`config.mk`:
```
export PLATFORM = sky130hd
export DESIGN_NAME = tlb_ctrl
export DESIGN_NICKNAME = d
export VERILOG_FILES = /design/src/rtl/tlb_ctrl.sv
export SDC_FILE = /design/constraint.sdc
export NUM_CORES = 1
export LEC_CHECK = 0
export CAP_MARGIN = 10
export CORE_AREA = 5 5 223 225
export DETAILED_ROUTE_END_ITERATION = 10
export DIE_AREA = 0 0 228 230
export DONT_BUFFER_PORTS = 1
export SYNTH_ARGS = -nofsm -noshare
export SYNTH_HDL_FRONTEND = slang
export SYNTH_SLANG_ARGS = --single-unit
```
`constraint.sdc`:
```
create_clock -name clk -period 3.19 [get_ports clk]
set_input_delay 0.4785 -clock clk [delete_from_list [all_inputs] [get_ports clk]]
set_output_delay 0.4785 -clock clk [all_outputs]
set_load 0.01 [all_outputs]
```
`src/rtl/tlb_ctrl.sv`:
```
// Request sequencer/arbiter in front of the set-associative TLB: round-robin lookup, miss walk, insert, flush.
// Optional build macro TLB_CTRL_STATS_EN adds saturating hit/miss/fault counters.
module tlb_ctrl #(
  parameter int SADDR    = 64,
  parameter int SPAGE    = 12,
  parameter int SPCID    = 12,
  parameter int TIMEOUT  = 8,
  parameter int INS_HOLD = 2
) (
  input  logic             clk,
  input  logic             rst,
  input  logic             req0_valid,
  output logic             req0_ready,
  input  logic [SADDR-1:0] req0_va,
  input  logic [SPCID-1:0] req0_pcid,
  input  logic             req1_valid,
  output logic             req1_ready,
  input  logic [SADDR-1:0] req1_va,
  input  logic [SPCID-1:0] req1_pcid,
  output logic             resp_valid,
  output logic             resp_id,
  output logic [SADDR-1:0] resp_pa,
  output logic             resp_fault,
  output logic [SADDR-1:0] tlb_va,
  output logic [SPCID-1:0] tlb_pcid,
  output logic [SADDR-1:0] tlb_pa,
  output logic             tlb_insert,
  output logic             tlb_shutdown,
  input  logic             tlb_hit,
  input  logic             tlb_miss,
  input  logic [SADDR-1:0] tlb_ta,
  output logic             walk_req,
  output logic [SADDR-1:0] walk_va,
  output logic [SPCID-1:0] walk_pcid,
  input  logic             walk_done,
  input  logic             walk_fault,
  input  logic [SADDR-1:0] walk_pa,
`ifdef TLB_CTRL_STATS_EN
  output logic [31:0]      stat_hits,
  output logic [31:0]      stat_misses,
  output logic [31:0]      stat_faults,
`endif
  input  logic             flush_req,
  output logic             flush_ack
);

  localparam int TO_W  = $clog2(TIMEOUT + 1);
  localparam int INS_W = $clog2(INS_HOLD + 2);

  typedef enum logic [2:0] {
    S_IDLE, S_LOOKUP, S_WALK, S_INSERT, S_RESP, S_FLUSH
  } state_t;

  state_t             state_reg, state_next;
  logic               rr_reg, rr_next;
  logic               id_reg, id_next;
  logic [TO_W-1:0]    cnt_reg, cnt_next;
  logic [INS_W-1:0]   ins_cnt_reg, ins_cnt_next;
  logic               walk_first_reg, walk_first_next;
  logic               flush_phase_reg, flush_phase_next;
  logic [SADDR-1:0]   tlb_va_reg, tlb_va_next;
  logic [SPCID-1:0]   tlb_pcid_reg, tlb_pcid_next;
  logic [SADDR-1:0]   tlb_pa_reg, tlb_pa_next;
  logic [SADDR-1:0]   walk_va_reg, walk_va_next;
  logic [SPCID-1:0]   walk_pcid_reg, walk_pcid_next;
  logic [SADDR-1:0]   resp_pa_reg, resp_pa_next;
  logic               resp_fault_reg, resp_fault_next;

  logic [1:0] req_valid;
  logic [1:0] ready_vec;
  logic       grant_valid;
  logic       grant_id;
  logic       timeout_hit;

  assign req_valid   = {req1_valid, req0_valid};
  assign grant_valid = |req_valid;
  // With both requesters valid the rr pointer decides; otherwise the lone valid one wins.
  assign grant_id    = (&req_valid) ? rr_reg : req_valid[1];
  assign timeout_hit = (cnt_reg == TO_W'(TIMEOUT - 1));

  for (genvar gi = 0; gi < 2; gi++) begin : g_ready
    assign ready_vec[gi] = (state_reg == S_IDLE) && !rst && !flush_req &&
                           grant_valid && (grant_id == 1'(gi));
  end

  always_comb begin
    state_next       = state_reg;
    rr_next          = rr_reg;
    id_next          = id_reg;
    cnt_next         = cnt_reg;
    ins_cnt_next     = ins_cnt_reg;
    walk_first_next  = walk_first_reg;
    flush_phase_next = flush_phase_reg;
    tlb_va_next      = tlb_va_reg;
    tlb_pcid_next    = tlb_pcid_reg;
    tlb_pa_next      = tlb_pa_reg;
    walk_va_next     = walk_va_reg;
    walk_pcid_next   = walk_pcid_reg;
    resp_pa_next     = resp_pa_reg;
    resp_fault_next  = resp_fault_reg;
    case (state_reg)
      S_IDLE: begin
        if (flush_req) begin
          flush_phase_next = 1'b0;
          state_next       = S_FLUSH;
        end else if (grant_valid) begin
          id_next       = grant_id;
          rr_next       = ~grant_id;
          tlb_va_next   = grant_id ? req1_va : req0_va;
          tlb_pcid_next = grant_id ? req1_pcid : req0_pcid;
          cnt_next      = '0;
          state_next    = S_LOOKUP;
        end
      end
      S_LOOKUP: begin
        cnt_next = cnt_reg + TO_W'(1);
        if (tlb_hit) begin
          resp_pa_next    = tlb_ta;
          resp_fault_next = 1'b0;
          state_next      = S_RESP;
        end else if (tlb_miss || timeout_hit) begin
          walk_va_next    = tlb_va_reg;
          walk_pcid_next  = tlb_pcid_reg;
          walk_first_next = 1'b1;
          state_next      = S_WALK;
        end
      end
      S_WALK: begin
        walk_first_next = 1'b0;
        if (walk_done) begin
          if (walk_fault) begin
            resp_fault_next = 1'b1;
            resp_pa_next    = '0;
            state_next      = S_RESP;
          end else begin
            tlb_pa_next     = walk_pa;
            resp_pa_next    = {walk_pa[SADDR-1:SPAGE], tlb_va_reg[SPAGE-1:0]};
            resp_fault_next = 1'b0;
            ins_cnt_next    = '0;
            state_next      = S_INSERT;
          end
        end
      end
      S_INSERT: begin
        if (ins_cnt_reg == INS_W'(INS_HOLD)) begin
          state_next = S_RESP;
        end else begin
          ins_cnt_next = ins_cnt_reg + INS_W'(1);
        end
      end
      S_RESP: state_next = S_IDLE;
      S_FLUSH: begin
        if (!flush_phase_reg) begin
          flush_phase_next = 1'b1;
        end else begin
          state_next = S_IDLE;
        end
      end
      default: state_next = S_IDLE;
    endcase
  end

  always_ff @(posedge clk) begin
    if (rst) begin
      state_reg       <= S_IDLE;
      rr_reg          <= 1'b0;
      id_reg          <= 1'b0;
      cnt_reg         <= '0;
      ins_cnt_reg     <= '0;
      walk_first_reg  <= 1'b0;
      flush_phase_reg <= 1'b0;
      tlb_va_reg      <= '0;
      tlb_pcid_reg    <= '0;
      tlb_pa_reg      <= '0;
      walk_va_reg     <= '0;
      walk_pcid_reg   <= '0;
      resp_pa_reg     <= '0;
      resp_fault_reg  <= 1'b0;
    end else begin
      state_reg       <= state_next;
      rr_reg          <= rr_next;
      id_reg          <= id_next;
      cnt_reg         <= cnt_next;
      ins_cnt_reg     <= ins_cnt_next;
      walk_first_reg  <= walk_first_next;
      flush_phase_reg <= flush_phase_next;
      tlb_va_reg      <= tlb_va_next;
      tlb_pcid_reg    <= tlb_pcid_next;
      tlb_pa_reg      <= tlb_pa_next;
      walk_va_reg     <= walk_va_next;
      walk_pcid_reg   <= walk_pcid_next;
      resp_pa_reg     <= resp_pa_next;
      resp_fault_reg  <= resp_fault_next;
    end
  end

  // Strobes decode straight from registered state, so reset forces them all low.
  assign req0_ready   = ready_vec[0];
  assign req1_ready   = ready_vec[1];
  assign resp_valid   = (state_reg == S_RESP);
  assign resp_id      = id_reg;
  assign resp_pa      = resp_pa_reg;
  assign resp_fault   = resp_fault_reg;
  assign tlb_va       = tlb_va_reg;
  assign tlb_pcid     = tlb_pcid_reg;
  assign tlb_pa       = tlb_pa_reg;
  assign tlb_insert   = (state_reg == S_INSERT) && (ins_cnt_reg == '0);
  assign tlb_shutdown = (state_reg == S_FLUSH) && !flush_phase_reg;
  assign flush_ack    = (state_reg == S_FLUSH) && flush_phase_reg;
  assign walk_req     = (state_reg == S_WALK) && walk_first_reg;
  assign walk_va      = walk_va_reg;
  assign walk_pcid    = walk_pcid_reg;

`ifdef TLB_CTRL_STATS_EN
  logic [2:0]  stat_evt;
  logic [31:0] stat_cnt_reg [3];

  assign stat_evt[0] = (state_reg == S_LOOKUP) && (state_next == S_RESP);
  assign stat_evt[1] = (state_reg == S_LOOKUP) && (state_next == S_WALK);
  assign stat_evt[2] = (state_reg == S_WALK) && walk_done && walk_fault;

  for (genvar gi = 0; gi < 3; gi++) begin : g_stat
    always_ff @(posedge clk) begin
      if (rst) begin
        stat_cnt_reg[gi] <= '0;
      end else if (stat_evt[gi] && (stat_cnt_reg[gi] != '1)) begin
        stat_cnt_reg[gi] <= stat_cnt_reg[gi] + 32'd1;
      end
    end
  end

  assign stat_hits   = stat_cnt_reg[0];
  assign stat_misses = stat_cnt_reg[1];
  assign stat_faults = stat_cnt_reg[2];
`endif

endmodule

```
After elaboration in Yosys (flattened, before gate mapping). Index checks and enable logic that the tools add are counted.

Bits in registers: 294. Output and inout bits: 289. Word-level logic and storage cells: 102.

Add/sub/neg operators: 2. Mux-type cells: 32. Equality and inequality tests: 20. Bitwise logic cells: 4. Reductions and logical operators: 30.

Operators with widths (number): 64-bit two-way mux (4); 64-bit case mux with 2 select lines (1); 3-bit two-way mux (8); 2-bit inequality test (second input constant) (11); 3-bit AND reduction (6); 3-bit case mux with 5 select lines (1); 12-bit two-way mux (1); 1-bit logical AND (9); 4-bit two-way mux (2); 4-bit case mux with 2 select lines (1); 2-bit nonzero test (4); 1-bit two-way mux (7); 3-bit by 2-bit equality test with 1-bit output (second input constant) (2); 3-bit equality test (second input constant) (2); 2-bit two-way mux (3); 3-bit inequality test (second input constant) (2); 1-bit case mux with 2 select lines (3); 5-bit AND reduction (1); 4-bit by 1-bit adder with 4-bit output (second input constant) (1); 4-bit by 3-bit equality test with 1-bit output (second input constant) (1); 1-bit inverter (4); 2-bit case mux with 2 select lines (1); 2-bit AND reduction (2); 4-bit AND reduction (1); 8 further kinds (10).

Depth between registers and ports, before layout.
Depth in word-level cells: 5. Gate-level depth with buffers: 7.

Worst setup path before layout. No wires, ideal clock.

Path kind: reg-to-output. From: register state_reg[1]. To: output port req0_ready. Stages on the path, launching flop included: 7. Arrival: 1.510 ns. Path slack: 1.202 ns. Cell sequence: dfxtp_1 buf_2 nor4_4 and2b_1 buf_4 buf_2 and3_1.

Word-level cells in the longest chain between the ends: 5.

Ends and longest elaborated chain: start: declaration (line 54) `state_t state_reg, state_next;`; start signal: assignment (line 180) `state_reg <= state_next;`; 3-bit zero test (line 82) `assign ready_vec[gi] = (state_reg == S_IDLE) && !rst && !flush_req &&`; 1-bit logical AND (3 in series) (line 82); 1-bit logical AND (line 83) `grant_valid && (grant_id == 1'(gi));`; end: declaration (line 13) `output logic req0_ready,`.

No other way between the ends.

Worst setup path after layout.
From: register state_reg[0]. To: output port req1_ready.

Word-level cells in the longest chain between the ends: 5.

Ends and longest elaborated chain: 3-bit zero test (line 82); 1-bit logical AND (3 in series) (line 82); 1-bit logical AND (line 83); end: declaration (line 17) `output logic req1_ready,`.

No other way between the ends.

==> results.cfg <==
[final_layout]
ff_latch_area_mm2 = 0.005886
fillCellCount = 4892
finalNonFillerCells = 1979
nets = 1627
multi_input_area_mm2 = 0.006146
area_growth_pct = 13.14
layout-drive-gt1-share = 0.1623

[floorplan]
dieHeight_um = 230
die_x_um = 228
initial_utilization = 0.2681
ios = 578
core_area_mm2 = 0.04735
die-area_mm2 = 0.05244
rows = 80

[timing]
hold_violations = 0
fmax_mhz = 384.4
min_period_ns = 2.602
slew_headroom = 0.4748
skew_ns = 0.01601
rsz0062_at_grt = no
worst_pin_slew_ns = 0.7852
slew_viol_final = 0
setup_tns_ns = 0
setup_viol = 0
period_share = 0.8155

[power_and_ir_drop]
leakage_nw = 4.816
peakVddDrop_mv = 0.3557
cellPowerDensity_mw_per_mm2 = 887.4
p_total_w = 0.01275

[synth]
synth_area_mm2 = 0.01269
synth_top_area_share = 0.4636
synth_compound_area_frac = 0.2120
avgSynthCellArea_um2 = 9.023
muxShareOfSynthArea = 0.06150
synth-main-ff-cell = dfxtp_1
synthCells = 1407
async_reset_ff_frac = 0
synth.net_count = 1699
synth-warning-count = 0
synth_edf_count = 0
ys_seq_area_frac = 0.4636
synth-adder-area-share = 0.002957
netlist_top_cells_area = dfxtp_1 46%, a211oi_2 8.9%, nand2_1 8.3%
yosysUniqueCellTypes = 44
synth-xor-area-share = 0.001380
ys_ff_latch = 294
yosysTopAreaCell = dfxtp_1
synthSimpleGateAreaFrac = 0.2035
synth_top_family_by_area = compound AO/OA/AOI/OAI gates

[routing]
vias_per_cell = 5.040
dr.pass1.iters = 5
ant_nets = 0
vias = 9974
route.detailed.drc = 0
wl_um = 42650
drt_iter0_drc = 655
wl_per_cell_um = 21.55

[clock_network]
cts_buffers = 36
htree_levels = 2
post_cts_buffers = 0
clk_pin_slew_worst_paths_ns = 0.06
clockBufferDepth = 3
clockRootBuffer = clkbuf_16
clk_latency_ns = 0.54
cts_tree = yes
cts_sinks = 294

[global_routing]
antenna_found_initial = 2
grt_pass1_vias = 9493
grt_start_max_net_pins = 262
overflow = 0
grtUsageTotal = 0.1500
grt_pass1_wl_um = 62090

[critical_path]
slowest_delay_ns = 0.48
path_buf_inv = 0
crit_path_end_kind = primary output
worstPathCellList = nor4_4, o21ai_1, nor3_1
crit_fanout = 15
startpoint_type = register
worst_ep_arrival_time_ns = 2.12
critical_path.top_delay_family = simple AND/OR/NAND/NOR gates
cp_slowest_cell = dfxtp_1
setup.worst_path.class = reg -> out
cp_data_required_time_ns = 2.71

[placement]
io_buffers = 0
place_congestion = 0.8741
hpwl_um = 30290
dp_cells = 1907

[outcome]
status = completed

[hold_path]
hp-class = in -> reg

[run]
drv_cap = 0
[cells by family after synthesis]
family,count (synthesis)
simple gates,527
compound gates,367
flops,294
buf+inv,136
mux,78
fa+ha+maj,3
xor+xnor,2
[cell usage in the layout (no fill, tap or decap), drive strengths merged, types with 3 or more instances in the layout]
cell type      n
mux2i         78
a211oi       141
a21oi        210
ha             3
nor3b         67
nor3           5
bufinv         7
dfxtp        294
buf           14
and3           3
clkbuf        45
nor2         145
clkinv         6
nand2        282
o21ai          6
inv           12
nand2b         3
nor2b          4
nand3          5
dlygate4sd3    5
[power by group]
group | internal (W) | leakage, nW | switching [W] | total (W)
combinational | 0.00111 | 1.79 | 0.00172 | 0.00283
clock | 0.00278 | 0.630 | 0.00167 | 0.00445
sequential | 0.00437 | 2.39 | 0.00109 | 0.00547
total | 0.00826 | 4.82 | 0.00448 | 0.0127
[synth_stat cells, types with 4 or more instances]
library cell and number:
nor2_1 145, nand3_1 5, buf_1 8, inv_1 7, buf_2 39, a21oi_1 210
o21ai_1 4, clkbuf_1 53, nand2_1 282, nor3b_2 48, a211oi_1 51, nor3_1 5
mux2i_1 78, a211oi_2 90, nor3b_1 19, nor2b_1 4, buf_6 8, dfxtp_1 294
buf_4 21
[per-layer routing]
metal / vias to the layer above / part of all wire / track usage / wire length [um]
met5: - / 0 / 0 / 0
met4: 0 / 0.042 / 0.06485 / 1792
met3: 105 / 0.091 / 0.05909 / 3868
met2: 440 / 0.48 / 0.2455 / 20590
met1: 4707 / 0.38 / 0.1750 / 16410
li1: 4722 / - / - / -
[final timing paths]
kind                                                   from  slack, ns                           to  cells past startpoint
worst max-delay path              state_reg[0]$_SDFFE_PP0P_       0.59                   req1_ready                      3
worst min register to register  ins_cnt_reg[0]$_SDFFE_PP0P_       0.47  ins_cnt_reg[0]$_SDFFE_PP0P_                      2
worst max register to register    state_reg[1]$_SDFFE_PP0P_       0.65      tlb_pa[47]$_SDFFE_PP0P_                      5
worst min-delay path                                    rst       0.03     walk_va[36]$_SDFFE_PP0P_                      1
[final cells by class]
type	instances	area share
Clock buffer	45	0.06865
Multi-Input combinational cell	977	0.4279
Antenna cell	2	0.0003485
Timing Repair Buffer	19	0.01690
Clock inverter	20	0.02099
Tap cell	615	0.05358
Inverter	7	0.001829
Sequential cell	294	0.4098
[what timing repair did]
item	CTS	global route
resized for setup	0	0
hold endpoints to repair	16	0
hold buffers	5	0
[through the flow]
step / hold WS [ns] / setup slack, ns / area [um2] / util
finish: 0.02741 / 0.5884 / 14360 / 0.3034
global route: 0.01044 / 0.4552 / 14360 / 0.3034
CTS: 0.001606 / 0.4889 / 14360 / 0.3033
detailed placement: 0.4756 / 0.6825 / 13020 / 0.2750
global placement: 0.4518 / 0.7879 / 13020 / 0.2750
floorplan: 0.4436 / 1.202 / 12690 / -
Power figures use the tool's default switching activity.
